==> src/rtl/table_printer_gen.sv <==
// Serialises a ROWS x COLS matrix of small counts as ASCII text over a byte-wide UART TX handshake.
// Inputs are snapshotted at start; the stream is a header number, row-major cells and a CR LF trailer.
module table_printer_gen #(
  parameter int unsigned ROWS     = 5,
  parameter int unsigned COLS     = 5,
  parameter int unsigned VAL_W    = 2,
  parameter int unsigned COOL_CYC = 100000,
  parameter int unsigned BUSY_TO  = 1024
) (
  input  logic                       clk,
  input  logic                       rst_n,
  input  logic                       start,
  input  logic                       abort,
  input  logic                       skip_zero,
  input  logic                       row_nl,
  input  logic [ROWS*COLS*VAL_W-1:0] info_table,
  input  logic [7:0]                 cnt,
  input  logic                       uart_tx_busy,
  output logic                       uart_tx_en,
  output logic [7:0]                 uart_tx_data,
  output logic                       busy,
  output logic                       done,
  output logic [3:0]                 current_state
);

  localparam int unsigned TBL_W   = ROWS * COLS * VAL_W;
  localparam int unsigned TMR_MAX = (COOL_CYC > BUSY_TO) ? COOL_CYC : BUSY_TO;
  localparam int unsigned TMR_W   = $clog2(TMR_MAX + 1);
  localparam int unsigned BIT_W   = $clog2(TBL_W + 1);
  localparam int unsigned RC_W    = 4;
  localparam int unsigned SEQ_W   = 3;

  typedef enum logic [3:0] {
    IDLE       = 4'd0,
    LATCH      = 4'd1,
    HDR_DIGITS = 4'd2,
    CELL_FETCH = 4'd3,
    CELL_CHECK = 4'd4,
    EMIT_SET   = 4'd5,
    TRIG       = 4'd6,
    WAIT_BUSY  = 4'd7,
    WAIT_DONE  = 4'd8,
    COOL       = 4'd9,
    ADVANCE    = 4'd10,
    DONE       = 4'd11
  } state_t;

  typedef enum logic [1:0] {
    PH_HDR  = 2'd0,
    PH_CELL = 2'd1,
    PH_NL   = 2'd2,
    PH_TRL  = 2'd3
  } phase_t;

  localparam state_t AFTER_TX = (COOL_CYC == 0) ? ADVANCE : COOL;

  state_t             state, state_nxt;
  phase_t             phase, phase_nxt;
  logic [RC_W-1:0]    row, row_nxt, col, col_nxt;
  logic [SEQ_W-1:0]   seq, seq_nxt, seq_last;
  logic [TMR_W-1:0]   timer, timer_nxt;

  logic [TBL_W-1:0]   snap_table;
  logic [7:0]         snap_cnt;
  logic               snap_skip, snap_nl;
  logic [3:0]         hdr_h, hdr_t, hdr_o;
  logic [1:0]         hdr_nd;
  logic [VAL_W-1:0]   cell_val;
  logic [3:0]         cell_tens, cell_ones;
  logic               snap_ld, hdr_ld, cell_ld, digit_ld;

  logic [7:0]         tx_byte;
  logic [BIT_W-1:0]   bit_base;
  logic [SEQ_W-1:0]   hdr_pos, val_pos;
  logic               cell_2dig;

  state_t             rfin_state, cfin_state;
  phase_t             rfin_phase, cfin_phase;
  logic [RC_W-1:0]    rfin_row, cfin_row, cfin_col;

  assign current_state = state;

  // Character selected by the current segment and its sub-index
  always_comb begin
    cell_2dig = (cell_tens != 4'd0);
    hdr_pos   = SEQ_W'(seq + SEQ_W'(3) - SEQ_W'(hdr_nd));
    val_pos   = SEQ_W'(seq - SEQ_W'(3) - SEQ_W'(cell_2dig));
    tx_byte   = 8'h20;
    seq_last  = SEQ_W'(1);
    unique case (phase)
      PH_HDR: begin
        seq_last = SEQ_W'(hdr_nd);
        case (hdr_pos)
          3'd0:    tx_byte = 8'h30 + 8'(hdr_h);
          3'd1:    tx_byte = 8'h30 + 8'(hdr_t);
          3'd2:    tx_byte = 8'h30 + 8'(hdr_o);
          default: tx_byte = 8'h20;
        endcase
      end
      PH_CELL: begin
        seq_last = SEQ_W'(5) + SEQ_W'(cell_2dig);
        case (seq)
          3'd0:    tx_byte = 8'h31 + 8'(row);
          3'd1:    tx_byte = 8'h2A;
          3'd2:    tx_byte = 8'h31 + 8'(col);
          3'd3:    tx_byte = 8'h2A;
          default: begin
            case (val_pos)
              3'd0:    tx_byte = 8'h30 + 8'(cell_tens);
              3'd1:    tx_byte = 8'h30 + 8'(cell_ones);
              default: tx_byte = 8'h20;
            endcase
          end
        endcase
      end
      PH_NL, PH_TRL: tx_byte = (seq == SEQ_W'(0)) ? 8'h0D : 8'h0A;
    endcase
  end

  // Where to go after a row finishes and after a cell finishes (or is skipped)
  always_comb begin
    if (row == RC_W'(ROWS - 1)) begin
      rfin_state = EMIT_SET;
      rfin_phase = PH_TRL;
      rfin_row   = row;
    end else begin
      rfin_state = CELL_FETCH;
      rfin_phase = phase;
      rfin_row   = RC_W'(row + 1'b1);
    end
    if (col != RC_W'(COLS - 1)) begin
      cfin_state = CELL_FETCH;
      cfin_phase = phase;
      cfin_row   = row;
      cfin_col   = RC_W'(col + 1'b1);
    end else if (snap_nl) begin
      cfin_state = EMIT_SET;
      cfin_phase = PH_NL;
      cfin_row   = row;
      cfin_col   = col;
    end else begin
      cfin_state = rfin_state;
      cfin_phase = rfin_phase;
      cfin_row   = rfin_row;
      cfin_col   = '0;
    end
  end

  assign bit_base = BIT_W'((32'(row) * COLS + 32'(col)) * VAL_W);

  always_comb begin
    state_nxt = state;
    phase_nxt = phase;
    row_nxt   = row;
    col_nxt   = col;
    seq_nxt   = seq;
    timer_nxt = '0;
    snap_ld   = 1'b0;
    hdr_ld    = 1'b0;
    cell_ld   = 1'b0;
    digit_ld  = 1'b0;
    case (state)
      IDLE: begin
        if (start && !abort) begin
          state_nxt = LATCH;
          snap_ld   = 1'b1;
        end
      end
      LATCH:      state_nxt = HDR_DIGITS;
      HDR_DIGITS: begin
        hdr_ld    = 1'b1;
        phase_nxt = PH_HDR;
        seq_nxt   = '0;
        row_nxt   = '0;
        col_nxt   = '0;
        state_nxt = EMIT_SET;
      end
      CELL_FETCH: begin
        cell_ld   = 1'b1;
        state_nxt = CELL_CHECK;
      end
      CELL_CHECK: begin
        seq_nxt = '0;
        if (snap_skip && (cell_val == '0)) begin
          state_nxt = cfin_state;
          phase_nxt = cfin_phase;
          row_nxt   = cfin_row;
          col_nxt   = cfin_col;
        end else begin
          digit_ld  = 1'b1;
          phase_nxt = PH_CELL;
          state_nxt = EMIT_SET;
        end
      end
      EMIT_SET: if (!uart_tx_busy) state_nxt = TRIG;
      TRIG:     state_nxt = WAIT_BUSY;
      // A UART that never acknowledges must not stall the stream
      WAIT_BUSY: begin
        if (uart_tx_busy)                         state_nxt = WAIT_DONE;
        else if (timer == TMR_W'(BUSY_TO - 1))    state_nxt = AFTER_TX;
        else                                      timer_nxt = TMR_W'(timer + 1'b1);
      end
      WAIT_DONE: if (!uart_tx_busy) state_nxt = AFTER_TX;
      COOL: begin
        if (timer == TMR_W'(COOL_CYC - 1)) state_nxt = ADVANCE;
        else                               timer_nxt = TMR_W'(timer + 1'b1);
      end
      ADVANCE: begin
        if (seq != seq_last) begin
          seq_nxt   = SEQ_W'(seq + 1'b1);
          state_nxt = EMIT_SET;
        end else begin
          seq_nxt = '0;
          unique case (phase)
            PH_HDR: begin
              row_nxt   = '0;
              col_nxt   = '0;
              state_nxt = CELL_FETCH;
            end
            PH_CELL: begin
              state_nxt = cfin_state;
              phase_nxt = cfin_phase;
              row_nxt   = cfin_row;
              col_nxt   = cfin_col;
            end
            PH_NL: begin
              state_nxt = rfin_state;
              phase_nxt = rfin_phase;
              row_nxt   = rfin_row;
              col_nxt   = '0;
            end
            PH_TRL: state_nxt = DONE;
          endcase
        end
      end
      DONE:    state_nxt = IDLE;
      default: state_nxt = IDLE;
    endcase
    if (abort && (state != IDLE)) state_nxt = IDLE;
  end

  always_ff @(posedge clk or negedge rst_n) begin
    if (!rst_n) begin
      state <= IDLE;
      phase <= PH_HDR;
      row   <= '0;
      col   <= '0;
      seq   <= '0;
      timer <= '0;
    end else begin
      state <= state_nxt;
      phase <= phase_nxt;
      row   <= row_nxt;
      col   <= col_nxt;
      seq   <= seq_nxt;
      timer <= timer_nxt;
    end
  end

  // Snapshot and decimal digit registers; digits settle one state before EMIT_SET
  always_ff @(posedge clk or negedge rst_n) begin
    if (!rst_n) begin
      snap_table <= '0;
      snap_cnt   <= '0;
      snap_skip  <= 1'b0;
      snap_nl    <= 1'b0;
      hdr_h      <= '0;
      hdr_t      <= '0;
      hdr_o      <= '0;
      hdr_nd     <= 2'd1;
      cell_val   <= '0;
      cell_tens  <= '0;
      cell_ones  <= '0;
    end else begin
      if (snap_ld) begin
        snap_table <= info_table;
        snap_cnt   <= cnt;
        snap_skip  <= skip_zero;
        snap_nl    <= row_nl;
      end
      if (hdr_ld) begin
        hdr_h  <= 4'(snap_cnt / 8'd100);
        hdr_t  <= 4'((snap_cnt / 8'd10) % 8'd10);
        hdr_o  <= 4'(snap_cnt % 8'd10);
        hdr_nd <= (snap_cnt >= 8'd100) ? 2'd3 : ((snap_cnt >= 8'd10) ? 2'd2 : 2'd1);
      end
      if (cell_ld)  cell_val <= VAL_W'(snap_table >> bit_base);
      if (digit_ld) begin
        cell_tens <= 4'(8'(cell_val) / 8'd10);
        cell_ones <= 4'(8'(cell_val) % 8'd10);
      end
    end
  end

  always_ff @(posedge clk or negedge rst_n) begin
    if (!rst_n) begin
      uart_tx_en   <= 1'b0;
      uart_tx_data <= '0;
      busy         <= 1'b0;
      done         <= 1'b0;
    end else begin
      uart_tx_en <= (state_nxt == TRIG);
      if (state_nxt == TRIG) uart_tx_data <= tx_byte;
      busy <= (state_nxt != IDLE) && (state_nxt != DONE);
      done <= (state_nxt == DONE);
    end
  end

endmodule

==> config.mk <==
export PLATFORM = sky130hd
export DESIGN_NAME = table_printer_gen
export DESIGN_NICKNAME = d
export VERILOG_FILES = /design/src/rtl/table_printer_gen.sv
export SDC_FILE = /design/constraint.sdc
export NUM_CORES = 1
export LEC_CHECK = 0
export ABC_AREA = 1
export CAP_MARGIN = 0
export CORE_MARGIN = 2
export CORE_UTILIZATION = 27
export CTS_CLUSTER_SIZE = 20
export DETAILED_ROUTE_END_ITERATION = 10
export GPL_ROUTABILITY_DRIVEN = 0
export PLACE_DENSITY = 0.42
export REMOVE_ABC_BUFFERS = 1
export SLEW_MARGIN = 20
export SYNTH_ARGS = -nofsm -noshare
export SYNTH_HDL_FRONTEND = slang
export SYNTH_SLANG_ARGS = --single-unit
==> constraint.sdc <==
create_clock -name clk -period 5.15 [get_ports clk]
set_clock_uncertainty 0.15 [all_clocks]
set_input_delay 0.515 -clock clk [delete_from_list [all_inputs] [get_ports clk]]
set_output_delay 0.515 -clock clk [all_outputs]
set_load 0.05 [all_outputs]
# Yosys cells after proc, flatten, opt, wreduce, memory -nomap -nowiden
# Cells that the tools add are included.
# word_totals
regBits	129
inputBits	65
wordCells	157
# classes
n_addsub	17
n_mul	1
n_div	6
magnitude_cmp	2
n_eq_ne	32
shifts	1
mux	54
n_reduce_logical	23
# ops
operator	count
$mux 4	20
$mux 17	3
$shr 50x6->2	1
$add 6x4->7 const A	7
$pmux 4 s11	1
$pmux 7 s3	2
$pmux 4 s3	3
$pmux 17 s2	1
$eq 4x3->1 const B	6
$pmux 8 s3	1
$add 17x1->17 const B	1
$eq 17x10->1 const B	1
$eq 17x17->1 const B	1
$eq 4x4->1 const B	4
$mod 8x4->8 const B	2
$pmux 4 s4	1
$mux 2	7
$pmux 7 s2	1
$pmux 3 s2	2
$reduce_bool 4->1	3
$eq 3x1->1 const B	3
$eq 3x2->1 const B	3
$logic_not 3->1	3
$mux 3	3
other kinds (37)	56

# Longest topological paths before layout
# logic_depth
word_depth	10
ltp_mapped	29
ltp_nobuf	29

# Worst setup path after synthesis
# OpenSTA, ideal clock, no wires.
# synth_timing
path_kind	register -> register
start	register snap_cnt[5]
end	register hdr_t[3]
setup_time_ns	0.066
arrival_ns	2.566
required_ns	4.934
slack_ns	2.368
path_stages_with_launch	30
path_buffers	0
synth_period_minus_slack_ns	2.782
cell_sequence	dfrtp_1 > inv_2 > nand3_1 > nand2_1 > inv_1 > nand2_2 > nand2_4 > nand2_2 > nand3_2 > nand2_2 > nand2_4 > inv_4 > nand2_2 > nand2_2 > clkinv_2 > nand2_4 > nand2_1 > nand2_1 > inv_2 > nand2_2 > nand3_2 > nand3_1 > nand2_2 > ha_1 > nand3b_1 > nand2_1 > nand2_1 > nand2_1 > nand2_1 > nand2_1
# synth_via
elab_chain_len	2
# synth_rtl
element	line_no	source
from (decl)	64	logic [7:0] snap_cnt;
from (signal assigned)	277	snap_cnt <= cnt;
$div 8x4->8	283	hdr_t <= 4'((snap_cnt / 8'd10) % 8'd10);
$mod 8x4->8	283	
to (signal assigned)	283	
to (decl)	66	logic [3:0] hdr_h, hdr_t, hdr_o;
# Every way passes these cells.
# A chain may end at the register's enable or synchronous reset.

# Final worst setup path
# Same ends and word-level chain as after synthesis.

==> flow_summary.yaml <==
floorplanning:
  die-area_sq_um: 28000
  core.rowCount: 59
  ios: 80
  core_sq_um: 26100
  start_util: 0.276
  die_h_um: 167
  die_w_um: 167
sta:
  period_minus_slack_ps: 3090
  worst_pin_slew_ps: 736
  drv_slew: 0
  worst_slack_ps: 2060
  hold_viol: 0
  setup_viol: 0
  relSlewSlack: 0.510
  fmax_ghz: 0.323
  setup-tns-final_ps: 0
  whs_ps: 318
  rsz0062_at_grt: "no"
  timing.final.crit_share: 0.600
global_routing:
  track_usage: 0.138
  gr-total-overflow: 0
  grt_pass1_wl_um: 31400
  grt_max_degree: 83
  grt_pass1_vias: 6260
  antenna_found_initial: 0
power:
  power_density_nw_per_um2: 574
  ir_drop_mv: 0.224
  power_mw: 5.13
  p_leak_nw: 4.19
critical_path:
  arrival_ps: 3310
  path_class: "flip-flop to flip-flop"
  worstSetupEndpointType: "flip-flop"
  required_ps: 5370
  start_kind: "flip-flop"
  crit_fanout: 6
logic_synthesis:
  synth.area.top_cells: "dfrtp_1 41%, nand2_1 14%, inv_1 6.8%"
  yosysSeqAreaShare: 0.417
  synthCells: 970
  yosys_warnings: 0
  yosys.area.top_type: "dfrtp_1"
  synth_area_sq_um: 7200
  avgSynthCellArea_sq_um: 7.42
  synth.top_cell.area_share: 0.414
  synth_edf_count: 0
  ys.flop_type: "dfrtp_1"
  async_flop_share: 1.00
  ys_types: 51
  ys_ff_latch: 120
clock_network:
  clk_latency_ps: 420
  clock_path_buffers: 2
  cts_sinks: 120
  htreeDepth: 4
  cts-root-buf: "clkbuf_16"
  cts-hold-fix-buffers: 1
  cts_resized: 0
  tritoncts: "built"
  cts.clk_slew.worst_paths_ps: 60
  post_cts_buffers: 0
  numCtsBuffers: 17
placed_design:
  dp_slack_ps: 2050
  io_buffers: 78
  dp_hpwl_um: 13800
layout:
  layout_commonest_cell: "nand2_1"
  final_core_util: 0.342
  final_nets: 1146
  n_antenna_cell: 0
  drive_gt1_frac: 0.0726
  layout_common_cells: "263 x nand2_1, 130 x inv_1, 119 x dfrtp_1"
  syn_to_final_growth_pct: 24.1
detailed_routing:
  firstDrtPassIters: 8
  vias: 6270
  ant_nets: 0
  drt-total-wl_um: 18600
  post-route-drc-count: 1
  drtIter0Drc: 311
  post_drt_via_cell_ratio: 4.49
  wl_per_cell_um: 13.3
flow_run:
  maxCapViolCount: 0
worst_hold_path:
  holdCritPathClass: "flip-flop to flip-flop"
run_status:
  violations: "DRC"
  status: "finished, violations left"
final timing paths:
kind | slack, ps | start | to | cells after the start
max | 2060 | snap_cnt[5]$_DFFE_PN0P_ | hdr_t[3]$_DFFE_PN0P_ | 27
min | 320 | snap_table[5]$_DFFE_PN0P_ | snap_table[5]$_DFFE_PN0P_ | 2
max reg2reg | 2060 | snap_cnt[5]$_DFFE_PN0P_ | hdr_t[3]$_DFFE_PN0P_ | 27
min reg2reg | 320 | snap_table[5]$_DFFE_PN0P_ | snap_table[5]$_DFFE_PN0P_ | 2
max in group asynchronous | 3320 | rst_n | snap_skip$_DFFE_PN0P_ | 3
min in group asynchronous | 540 | rst_n | timer[8]$_DFF_PN0_ | 2
flip-flops by register name (all words and copies together) (netlist names), 2 cells and up:
signal and cells:
uart_tx_data 7, cell_val 2, hdr_t 4, hdr_nd 2, col 4, hdr_o 4, cell_ones 2, hdr_h 2
current_state 4, snap_table 50, snap_cnt 8, row 4, seq 3, timer 17, phase 2
routing by layer:
layer  track usage  vias up  wire length [um]
met1         0.196     2835              9620
li1              -     3311                 -
met5             0        -                 0
met2         0.213      110              8080
met3        0.0310       14               667
met4        0.0355        0               212
area by class of cell:
| cell class | instances | area (sq um) |
|---|---|---|
| sequential | 120 | 3000 |
| multi-input combinational | 685 | 3570 |
| clock inverter | 14 | 150 |
| inverter | 139 | 526 |
| timing repair buffer | 84 | 826 |
| clock buffer | 18 | 439 |
| tap | 335 | 419 |
| fill | 2857 | 17200 |
where the power goes:
group	total (mW)	switching, mW	internal [mW]
Combinational	2.44	1.60	0.840
Clock	1.21	0.513	0.699
Sequential	1.49	0.208	1.28
worst max-delay path: stages (launching register included):
cell,delay [ps]
dfrtp_1,430
inv_2,130
nand3_1,90
nand2_1,120
inv_1,70
nand2_2,80
nand2_4,70
nand2_2,90
nand3_2,80
nand2_2,100
nand2_4,90
nand2_2,90
nand3_2,80
nand2_2,110
nand2_4,70
nand2_1,90
nand3_2,80
nand2_2,90
nand3_2,100
nand3_1,110
nand2_2,70
ha_1,180
nand3b_1,150
nand2_1,70
nand2_1,50
nand2_1,50
nand2_1,50
nand2_1,80
synth_stat cells (all sizes together) (2+ instances only):
cell and n:
nor3 17, buf 2, nand3b 2, a211oi 3
nor4 6, clkinv 2, a311oi 2, clkbuf 24
a21oi 36, o221ai 6, nor2 84, o21ai 91
fa 2, a41oi 2, o2111ai 2, xor2 10
dfrtp 119, a31oi 8, o211ai 10, nand2 280
nand4 14, nand3 51, xnor2 4, a22oi 3
inv 137, ha 32, or2 2, o22ai 6
o31ai 2
stage by stage:
| step | area (sq um) | std cells |
|---|---|---|
| floorplan | 7100 | 944 |
| global placement | 8340 | 1362 |
| detailed placement | 8340 | 1362 |
| CTS | 8940 | 1395 |
| global route | 8940 | 1395 |
| finish | 8940 | 1395 |
cells by family (layout without fill, tap and decap cells):
family / count (synthesis) / count (layout) / synth area share
XOR/XNOR: 14 / 14 / 0.0170
multiplexers: 1 / 1 / 0.00156
AND/OR/NAND/NOR: 457 / 457 / 0.270
adder cells (fa/ha/maj): 34 / 34 / 0.0612
other: 1 / 1 / 0.000521
buffers and inverters: 165 / 255 / 0.0871
AO/OA/AOI/OAI: 178 / 178 / 0.145
flip-flops: 120 / 120 / 0.417
Note: power is estimated with default switching activity, not from simulation.
